**config.mk**
```make
export PLATFORM = sky130hd
export DESIGN_NAME = pq_rr_arb_flat
export DESIGN_NICKNAME = d
export VERILOG_FILES = /design/src/rtl/pq_rr_arb_if.sv /design/src/rtl/pq_rr_arb.sv /design/src/flat_wrapper.sv
export SDC_FILE = /design/constraint.sdc
export NUM_CORES = 1
export LEC_CHECK = 0
export BUFFER_PORTS_ARGS = -buffer_cell sky130_fd_sc_hd__buf_2
export CAP_MARGIN = 10
export CORE_UTILIZATION = 45
export CTS_CLUSTER_SIZE = 20
export DETAILED_ROUTE_END_ITERATION = 7
export GPL_TIMING_DRIVEN = 0
export MAX_ROUTING_LAYER = met4
export PLACE_DENSITY = 0.7
export REMOVE_ABC_BUFFERS = 1
export SYNTH_ARGS = -nofsm -noshare
export SYNTH_HDL_FRONTEND = slang
export SYNTH_SLANG_ARGS = --single-unit
```
**constraint.sdc**
```tcl
create_clock -name CLK -period 11.6 [get_ports CLK]
set_clock_uncertainty 0.2 [all_clocks]
set_input_delay 1.16 -clock CLK [delete_from_list [all_inputs] [get_ports CLK]]
set_output_delay 1.16 -clock CLK [all_outputs]
set_load 0.02 [all_outputs]
```
**src/rtl/pq_rr_arb_if.sv**
```systemverilog
// pq_rr_arb_if -- request/grant bundle for the pq_rr_arb arbiter.
//   master : requester side, drives req_vec, rr_mode, grant_ack (and lock)
//   slave  : arbiter side, drives grant_vec, grant_valid, grant_idx
// Optional feature macro: PQ_RR_ARB_LOCK_EN adds the lock request line.
interface pq_rr_arb_if #(
   parameter int WIDTH = 14,
   parameter int IDX_W = $clog2(WIDTH)
);
   logic [WIDTH-1:0] req_vec;
   logic             rr_mode;
   logic             grant_ack;
`ifdef PQ_RR_ARB_LOCK_EN
   logic             lock;
`endif
   logic [WIDTH-1:0] grant_vec;
   logic             grant_valid;
   logic [IDX_W-1:0] grant_idx;

`ifdef PQ_RR_ARB_LOCK_EN
   modport master (output req_vec, rr_mode, grant_ack, lock,
                   input  grant_vec, grant_valid, grant_idx);
   modport slave  (input  req_vec, rr_mode, grant_ack, lock,
                   output grant_vec, grant_valid, grant_idx);
`else
   modport master (output req_vec, rr_mode, grant_ack,
                   input  grant_vec, grant_valid, grant_idx);
   modport slave  (input  req_vec, rr_mode, grant_ack,
                   output grant_vec, grant_valid, grant_idx);
`endif
endinterface

```
**src/rtl/pq_rr_arb.sv**
```systemverilog
// pq_rr_arb -- zero-latency arbiter with rotating or fixed priority.
//   CLK  : clock, all state on rising edge
//   nRST : asynchronous active-low reset; also forces grant outputs to zero
//   bus  : pq_rr_arb_if.slave (req_vec, rr_mode, grant_ack, [lock] in;
//          grant_vec, grant_valid, grant_idx out)
// Optional feature macro: PQ_RR_ARB_LOCK_EN enables grant locking, where an
// acknowledged grant taken with lock=1 keeps ownership until lock drops or
// the owner withdraws its request.
module pq_rr_arb #(
   parameter int WIDTH = 14,
   parameter int IDX_W = $clog2(WIDTH)
) (
   input  logic         CLK,
   input  logic         nRST,
   pq_rr_arb_if.slave   bus
);

   logic [IDX_W-1:0] ptr;
   logic             arb_hit;
   logic [IDX_W-1:0] arb_idx;
   logic [IDX_W:0]   pos;
   logic             gnt_valid;
   logic [IDX_W-1:0] gnt_idx;

`ifdef PQ_RR_ARB_LOCK_EN
   logic             locked;
   logic [IDX_W-1:0] lock_owner;
`endif

   function automatic logic [IDX_W-1:0] wrap_inc(input logic [IDX_W-1:0] i);
      return (i == IDX_W'(WIDTH - 1)) ? '0 : i + 1'b1;
   endfunction

   // Search WIDTH positions starting at ptr (rotating) or 0 (fixed); pos is
   // one bit wider so ptr+k cannot overflow before the wrap subtraction.
   always_comb begin
      arb_hit = 1'b0;
      arb_idx = '0;
      pos     = '0;
      for (int unsigned k = 0; k < WIDTH; k++) begin
         if (bus.rr_mode) begin
            pos = {1'b0, ptr} + (IDX_W+1)'(k);
            if (pos >= (IDX_W+1)'(WIDTH))
               pos = pos - (IDX_W+1)'(WIDTH);
         end else begin
            pos = (IDX_W+1)'(k);
         end
         if (!arb_hit && bus.req_vec[pos[IDX_W-1:0]]) begin
            arb_hit = 1'b1;
            arb_idx = pos[IDX_W-1:0];
         end
      end
`ifdef PQ_RR_ARB_LOCK_EN
      // While locked only the owner may be granted, and only while it requests.
      if (locked) begin
         arb_hit = bus.req_vec[lock_owner];
         arb_idx = lock_owner;
      end
`endif
   end

   always_comb begin
      gnt_valid       = nRST && arb_hit;
      gnt_idx         = gnt_valid ? arb_idx : '0;
      bus.grant_valid = gnt_valid;
      bus.grant_idx   = gnt_idx;
      bus.grant_vec   = gnt_valid ? ({{(WIDTH-1){1'b0}}, 1'b1} << gnt_idx) : '0;
   end

   always_ff @(posedge CLK or negedge nRST) begin
      if (!nRST) begin
         ptr        <= '0;
`ifdef PQ_RR_ARB_LOCK_EN
         locked     <= 1'b0;
         lock_owner <= '0;
`endif
      end else begin
`ifdef PQ_RR_ARB_LOCK_EN
         if (locked) begin
            if (!bus.lock || !bus.req_vec[lock_owner]) begin
               locked <= 1'b0;
               ptr    <= wrap_inc(lock_owner);
            end
         end else if (gnt_valid && bus.grant_ack) begin
            ptr <= wrap_inc(gnt_idx);
            if (bus.lock) begin
               locked     <= 1'b1;
               lock_owner <= gnt_idx;
            end
         end
`else
         if (gnt_valid && bus.grant_ack)
            ptr <= wrap_inc(gnt_idx);
`endif
      end
   end

endmodule

```
**src/flat_wrapper.sv**
```systemverilog
// flat-port wrapper written by rule: the top's interface ports become plain ports
module pq_rr_arb_flat 
#(
   parameter int WIDTH = 14,
   parameter int IDX_W = $clog2(WIDTH)
)
  (CLK, nRST, bus_req_vec, bus_rr_mode, bus_grant_ack, bus_grant_vec, bus_grant_valid, bus_grant_idx);
  pq_rr_arb_if #(.WIDTH(WIDTH), .IDX_W(IDX_W)) bus_i ();
  input  logic CLK;
  input  logic nRST;
  input wire logic [$bits(bus_i.req_vec)-1:0] bus_req_vec;
  input wire logic [$bits(bus_i.rr_mode)-1:0] bus_rr_mode;
  input wire logic [$bits(bus_i.grant_ack)-1:0] bus_grant_ack;
  output wire logic [$bits(bus_i.grant_vec)-1:0] bus_grant_vec;
  output wire logic [$bits(bus_i.grant_valid)-1:0] bus_grant_valid;
  output wire logic [$bits(bus_i.grant_idx)-1:0] bus_grant_idx;
  assign bus_i.req_vec = bus_req_vec;
  assign bus_i.rr_mode = bus_rr_mode;
  assign bus_i.grant_ack = bus_grant_ack;
  assign bus_grant_vec = bus_i.grant_vec;
  assign bus_grant_valid = bus_i.grant_valid;
  assign bus_grant_idx = bus_i.grant_idx;
  pq_rr_arb #(.WIDTH(WIDTH), .IDX_W(IDX_W)) u_core (.CLK(CLK), .nRST(nRST), .bus(bus_i));
endmodule
```
==> impl.org, run 1 <==
** Run status
- The run finished with clean final reports.

** Timing
- For the pin with the worst max-slew slack, the measured transition is about 1200 ps.
- Setup repair after global routing missed its margin :: false
- The number of endpoints with negative hold slack in the final report is 0.
- Setup violations remaining at the end of the flow were counted as 0.
- The routed design could run at a clock period as short as approximately 8300 ps.
- In the finished design, the share of the clock period the worst path needs comes to a little under three quarters.
- The number of slew-limit violations in the final report came to 0.
- Sum of negative setup slack :: 0 ps
- Normalized max-slew margin :: about 17%
- Maximum clock frequency :: about 120 MHz

** GRT
- First-pass GRT wire length :: between 20 and 25 mm
- Overall overflow remaining after global route :: 0
- The initial antenna violation count is 0.
- Maximum number of pins on one net before global-route repair :: 68
- For this run, the total global-route usage over all layers was measured as a little under a third.
- The via count of the first global-routing pass came to between 4000 and 5000.

** Clocking
- In this run the post-CTS setup repair buffer count came out at 0.
- Once the clock tree was built, the resizer swapped 0 gates to a different size.
- Clock-pin slew was measured on the worst setup and hold paths at 30 ps.
- CTS tree :: built
- H-tree depth :: 1
- CTS Buf Count :: 3
- CTS placed an instance of clkbuf_8 at the clock tree root.
- Hold buffer count at cts :: 0
- Clock insertion delay at the later pin of the skew report :: 220 ps
- Counting every sink on the clock net gives 4.
- Max Root-Sink Buffers :: 2

** Flow run
- Maximum capacitance violations :: 0

** Critical path
- At the worst endpoint, the required time is ~10000 ps.
- Worst endpoint data arrival time :: 6920 ps
- Worst path buffer plus inverter count :: 3
- Delay of the slowest cell on the worst path :: between 1000 and 1500 ps
- The startpoint identified for the worst register-to-register timing path is u_core.ptr[0]$_DFFE_PN0P_.
- In this design, the critical path's most frequently occurring cell is ha_1.
- Along the worst path, the maximum fanout reaches 22.
- Traced cell by cell, the critical path runs through inv_1 -> ha_1 -> clkinv_1 -> ha_1 -> a31o_2 -> o22ai_2 -> mux2i_1 -> nand2_1 -> a32oi_4 -> nor3b_4 -> a41oi_1 -> and2_1 -> nor2b_1 -> ha_1 -> and3_1 -> buf_2.
- Largest delay share family, worst path :: compound AO/OA/AOI/OAI gates
- Category of the worst setup path launch point :: register
- Kind of critical path :: reg -> out
- Type of element capturing the critical path :: primary output
- Cell with the biggest individual delay on the critical path :: dfrtp_1
- Tracing the worst setup path back leads to its startpoint at u_core.ptr[0]$_DFFE_PN0P_.

** Route
- In this run the remaining antenna-violating nets after routing total 0.
- In this run, the number of DRC markers left after iteration 0 of detailed routing was 431.
- Drt pass-1 iters :: 5
- Detailed-route vias per instance :: between 6 and 7
- Drt total wl :: about 16 mm
- Total vias in the final route :: a little over 5000
- Count of unresolved DRC violations after routing :: 0
- Routed wire length per instance :: roughly 22 µm

** Floorplanning
- Die Ht :: roughly 100 µm
- Core region area :: between 9000 and 10000 µm²
- Die Footprint :: ~11000 µm²
- Std cell rows :: 36
- During I/O placement, the number of pins put on the boundary was 37.
- Starting density of the core :: between 40% and 50%
- Measured along the x axis, the die boundary spans 102.9 µm.

** Cells and area
- The largest registers in the layout are u_core.ptr: 4 flops.
- Largest register FFs :: 4
- Antenna diode count :: 0
- Area Growth Syn to Fin :: 5.075%
- Share of post-route cells with drive strength above 1 :: 18.85%
- After the last flow step, the layout net total stands at around 660.
- Top reg by flops :: u_core.ptr

** Placement
- Routability-driven placement finished with a final weighted congestion of 1.076.
- Placed wire-length estimate :: about 13 mm
- During placement, the flow inserted port buffers numbering 36.

** Logic synthesis
- Summing every instance area after synthesis gives roughly 4600 µm².
- A synthesized cell averages between 7 and 8 µm².
- Of the synthesized area, sequential elements account for under 10%.
- The biggest area contributor in the post-synthesis netlist is mux2i_1.
- Cell variety after synth :: roughly 110
- Most common library cells after synthesis :: 48 x nor2_1, 44 x nand2_1, 41 x mux2i_1, 28 x a21oi_1, 24 x ha_1
- The most common cell in the synthesized netlist is nor2_1.
- Async SR Flop Fraction :: 100.0%
- Post-synth top flop :: dfrtp_1
- Area share of the largest cell type after synthesis :: approximately 9%
- Warning count from the yosys run :: 0
- After technology mapping, the gate count stands at ~600.
- Sorting the synthesized cells by area gives the leading types as mux2i_1 8.9%, ha_1 6.5%, mux2_2 3.9%.
- Counting flops and latches in the post-synthesis netlist gives 4.
- Yosys mapped a number of flops with a built-in enable equal to 0.

** Hold path
- The path class of the tightest hold or removal check is in -> async.
-- area by class of cell --
cell class / instances / area (µm²)
Fill cell: 1024 / 5001
Multi-Input combinational cell: 547 / 4232
Timing Repair Buffer: 37 / 207.7
Tap cell: 133 / 166.4
Sequential cell: 4 / 100.1
Inverter: 19 / 71.32
Clock buffer: 3 / 41.29
-- cell families (layout without fill, tap and decap cells) --
| family | Yosys count | count (layout) | share of synthesized area (%) |
|---|---|---|---|
| compound gates | 209 | 209 | 36.51 |
| fa+ha+maj | 25 | 25 | 6.985 |
| mux | 70 | 70 | 17.76 |
| buf+inv | 46 | 59 | 5.538 |
| xor+xnor | 13 | 13 | 3.138 |
| flops | 4 | 4 | 2.183 |
| simple gates | 230 | 230 | 27.89 |
-- routing by layer --
| metal | track usage, % | wire, µm | vias up |
|---|---|---|---|
| met5 | - | 0 | - |
| met3 | 4.339 | 1321 | 51 |
| met1 | 40.03 | 6810 | 2453 |
| li1 | - | - | 2373 |
| met4 | 12.68 | 640 | 0 |
| met2 | 51.18 | 7626 | 258 |
-- cells in the final DEF (no fill, tap or decap), drive strengths merged, types with 5 or more instances in the layout --
master	count
a211o	5
a211oi	17
a21boi	8
a21oi	33
a22oi	6
a31oi	11
and2	15
and3	10
and4	6
buf	37
ha	24
inv	18
mux2	18
mux2i	49
nand2	46
nand2b	14
nand3	23
nor2	48
nor2b	13
nor3	14
nor3b	6
o211a	5
o211ai	18
o21ai	30
o221ai	5
o311ai	5
o31ai	7
xnor2	9
-- path summary, 6_finish.rpt --
path | depth (start not counted) | slack, ps | end
max in group asynchronous | 1 | 10530 | u_core.ptr[1]$_DFFE_PN0P_
min in group CLK | 2 | 590 | u_core.ptr[3]$_DFFE_PN0P_
worst max-delay path | 16 | 3320 | bus_grant_vec[3]
worst min register to register | 2 | 590 | u_core.ptr[3]$_DFFE_PN0P_
worst min-delay path | 1 | 540 | u_core.ptr[3]$_DFFE_PN0P_
worst max register to register | 16 | 4550 | u_core.ptr[2]$_DFFE_PN0P_
-- metrics by stage --
stage	hold slack (ps)	worst slack (ps)	instances	cell area, µm²	util, %
floorplan	621.1	4916	570	4403	-
global placement	768.5	3751	739	4750	48.37
detailed placement	770.1	3630	739	4750	48.37
CTS	543.4	3387	742	4791	48.79
global route	550.8	2875	743	4818	49.07
finish	544.3	3322	743	4818	49.07
Power of run 1 is not shown: default switching activity piles up to over one toggle a cycle in this logic, so the estimate is an artifact.
==> run 2: changes to the inputs <==
--- a/config.mk
+++ b/config.mk
@@ -5,6 +5,7 @@
 export SDC_FILE = /design/constraint.sdc
 export NUM_CORES = 1
 export LEC_CHECK = 0
+export ABC_AREA = 1
 export BUFFER_PORTS_ARGS = -buffer_cell sky130_fd_sc_hd__buf_2
 export CAP_MARGIN = 10
 export CORE_UTILIZATION = 45
==> constraint.sdc (replaced) <==
create_clock -name CLK -period 8.05 [get_ports CLK]
set_clock_uncertainty 0.2 [all_clocks]
set_input_delay 0.805 -clock CLK [delete_from_list [all_inputs] [get_ports CLK]]
set_output_delay 0.805 -clock CLK [all_outputs]
set_load 0.02 [all_outputs]
==> impl.org, run 2 <==
** Cells and area
- Share of post-route cells with drive strength above 1 :: a little over an eighth
- The area growth from synthesis to layout is 6.664%.
- Registers with the most flip-flops :: u_core.ptr: 4 flops
- 0 antenna diodes ended up in the layout.
- Largest register FFs :: 4
- The finished cells cover 4005 µm².
- Top reg by flops :: u_core.ptr
- Number of standard cells in the final layout excluding fillers :: 843
- Most used cells in the layout excluding fill and tap cells :: 219 x nand2_1, 94 x inv_1, 81 x nand3_1
- Number of nets at the end of the flow :: between 700 and 800
- Most common cell after layout, fill and taps aside :: nand2_1

** Timing
- Setup repair after global routing left no endpoint under its margin.
- The number of endpoints with negative hold slack in the final report is 0.
- Summed over all failing endpoints, the final setup total negative slack is 0 ps.
- Count of final setup violators :: 0
- The routed design could run at a clock period as short as 6389 ps.
- Hold slack final :: roughly 190 ps
- For the pin with the worst max-slew slack, the measured transition is around 950 ps.
- Maximum clock frequency :: about 160 MHz
- Normalized max-slew margin :: 35.89%
- Final period util :: about four fifths
- The number of slew-limit violations in the final report was 0.

** Logic synthesis
- Gate count of the mapped netlist :: between 700 and 800
- Of the post-synthesis cell area, the dominant cell type holds between 20% and 30%.
- Counting instances in the post-synthesis netlist gives the leading cell types as 219 x nand2_1, 94 x inv_1, 81 x nand3_1, 73 x nor2_1, 31 x o21ai_0.
- The Yosys step of the flow raised 0 warnings.
- The largest total area in the synthesized netlist belongs to nand2_1.
- Yosys mapped a number of flops with a built-in enable equal to 0.
- The synthesized netlist contains 47 unique library cells.
- Yosys instantiated no cell more often than nand2_1.
- Sequential elements use around 2.7% of the synthesized area.
- The synthesized design contains 4 register bits.
- After synthesis, the share of flip-flops with an asynchronous set or reset is 100.0%.
- Averaged over all synthesized cells, the footprint is around 5.3 µm².
- Area of the mapped netlist :: about 3800 µm²
- Among all flip-flop cells after synthesis, the most frequent one is dfrtp_1.
- Leading post-synthesis cells by cell area :: nand2_1 22%, nand3_1 11%, inv_1 9.4%

** Route
- Routed wire length per instance :: about 15 µm
- Drt total wl :: 12.77 mm
- DR iter-0 viols :: between 300 and 400
- After detailed routing, the number of vias per cell comes to around 5.6.
- The count of nets left with antenna violations once routing finished came out at 0.
- Total vias in the final route :: 4706
- The first detailed-routing pass took 6 iterations.
- For this run, design rule violations remaining after detail routing come to 0.

** Floorplanning
- In this run the core area contains 32 standard-cell rows.
- Core region area :: 7888 µm²
- Number of I/O pins :: 37
- For this configuration, the core starts out at a cell density of a little under half.
- Chip Width :: slightly above 90 µm
- Die Footprint :: 8713 µm²
- Die Ht :: about 93 µm

** Critical path
- On the critical path, the stage with the largest delay is an instance of dfrtp_1.
- Worst R2R Path Depth :: 27
- The worst setup path is captured at a primary output.
- STA classifies the critical path startpoint as a register.
- Reg-to-Reg Start :: u_core.ptr[1]$_DFFE_PN0P_
- In this run the worst path has a maximum fanout of 16.
- The largest single stage delay on the critical path is 720 ps.
- Slack of the worst reg-to-reg path :: ~2600 ps
- CP required :: 7050 ps
- Worst endpoint data arrival time :: roughly 5400 ps
- Kind of critical path :: reg -> out
- The worst register-to-register path ends at u_core.ptr[2]$_DFFE_PN0P_.

** Placement
- Once detailed placement completed, the half-perimeter wirelength came to approximately 10 mm.
- Final estimated routing congestion in global placement :: roughly 0.9
- Dpl cell area :: 3964 µm²
- Including well taps, the total number of placed cells is 840.
- Count of buffers inserted at the top-level ports :: 36

** GRT
- Vias in the first global route :: between 4000 and 5000
- Overall Global Routing Usage :: between 30% and 40%
- Entering global routing, the biggest net connects 32 pins.
- The initial antenna violation count came to 0.
- Global routing finished with a remaining overflow of 0.
- The first global-routing pass estimated between 20 and 25 mm of wire.

** Clocking
- Clock-pin slew was measured on the worst setup and hold paths at 30 ps.
- Postcts setup bufs :: 0
- The number of hold buffers added after CTS was 0.
- The number of gates resized after CTS was 0.
- The tree is rooted in a clkbuf_8.
- # clock sinks :: 4
- Clock insertion delay at the later pin of the skew report :: about 220 ps
- CTS Buf Count :: 3
- TritonCTS built the clock tree.
- Max Root-Sink Buffers :: 2
- H-tree depth :: 1

** Run status
- The run finished with clean final reports.

** Flow run
- Across the run, the number of max-cap violations was 0.

** Hold path
- The tightest min-delay check is of the in -> async type.
[run 2: cell count changes in the layout (fill, tap and decap cells not counted), sizes merged, moves of 10 or more]
cell and change:
nor2 +34, a211oi -16, mux2i -49, nand4 +15, mux2 -18, nor2b -13, and3 -10, o21ai +22
and2 -14, inv +93, nand3 +66, nand2b -14, nand2 +186
[run 2: area by class of cell]
| cell class | count | area [µm²] |
|---|---|---|
| Sequential cell | 4 | 100.1 |
| Tap cell | 102 | 127.6 |
| Multi-Input combinational cell | 584 | 3120 |
| Fill cell | 877 | 3882 |
| Clock buffer | 3 | 41.29 |
| Timing Repair Buffer | 36 | 180.2 |
| Inverter | 114 | 435.4 |
[run 2: per-layer routing]
| metal | vias up | track usage [%] | wire [µm] |
|---|---|---|---|
| li1 | 2393 | - | - |
| met1 | 2121 | 41.03 | 5955 |
| met2 | 167 | 49.82 | 5736 |
| met3 | 25 | 1.463 | 661 |
| met4 | 0 | 8.718 | 414 |
| met5 | - | - | 0 |
[run 2: worst max-delay path: cells and delay by family, from the launching register on]
kind,cells,cell delay [ps]
fa+ha+maj,3,1060
buf+inv,7,1060
compound gates,1,190
simple gates,18,2120
flops,1,720
[run 2: kinds of logic after synthesis]
group	synth area share (%)
simple gates	55.48
buf+inv	14.23
compound gates	18.16
fa+ha+maj	8.531
xor+xnor	0.9329
flops	2.666
[run 2: how the worst max path moves through the flow]
stage	start	end	slack (ps)	depth (start not counted)
finish	u_core.ptr[1]$_DFFE_PN0P_	bus_grant_vec[11]	1660	29
global route	u_core.ptr[1]$_DFFE_PN0P_	bus_grant_vec[9]	1120	28
CTS	u_core.ptr[1]$_DFFE_PN0P_	bus_grant_vec[11]	1770	29
detailed placement	u_core.ptr[1]$_DFFE_PN0P_	bus_grant_vec[11]	2010	29
global placement	u_core.ptr[1]$_DFFE_PN0P_	bus_grant_vec[3]	2100	29
floorplan	u_core.ptr[1]$_DFFE_PN0P_	bus_grant_vec[5]	2890	27
[run 2: through the flow]
stage,util (%),worst slack [ps]
after CTS,50.78,1765
after detailed placement,50.25,2013
final,50.78,1661
after global routing,50.78,1125
after floorplan,-,2890
after global placement,50.25,2103
Power of run 2 is left out for the same reason.
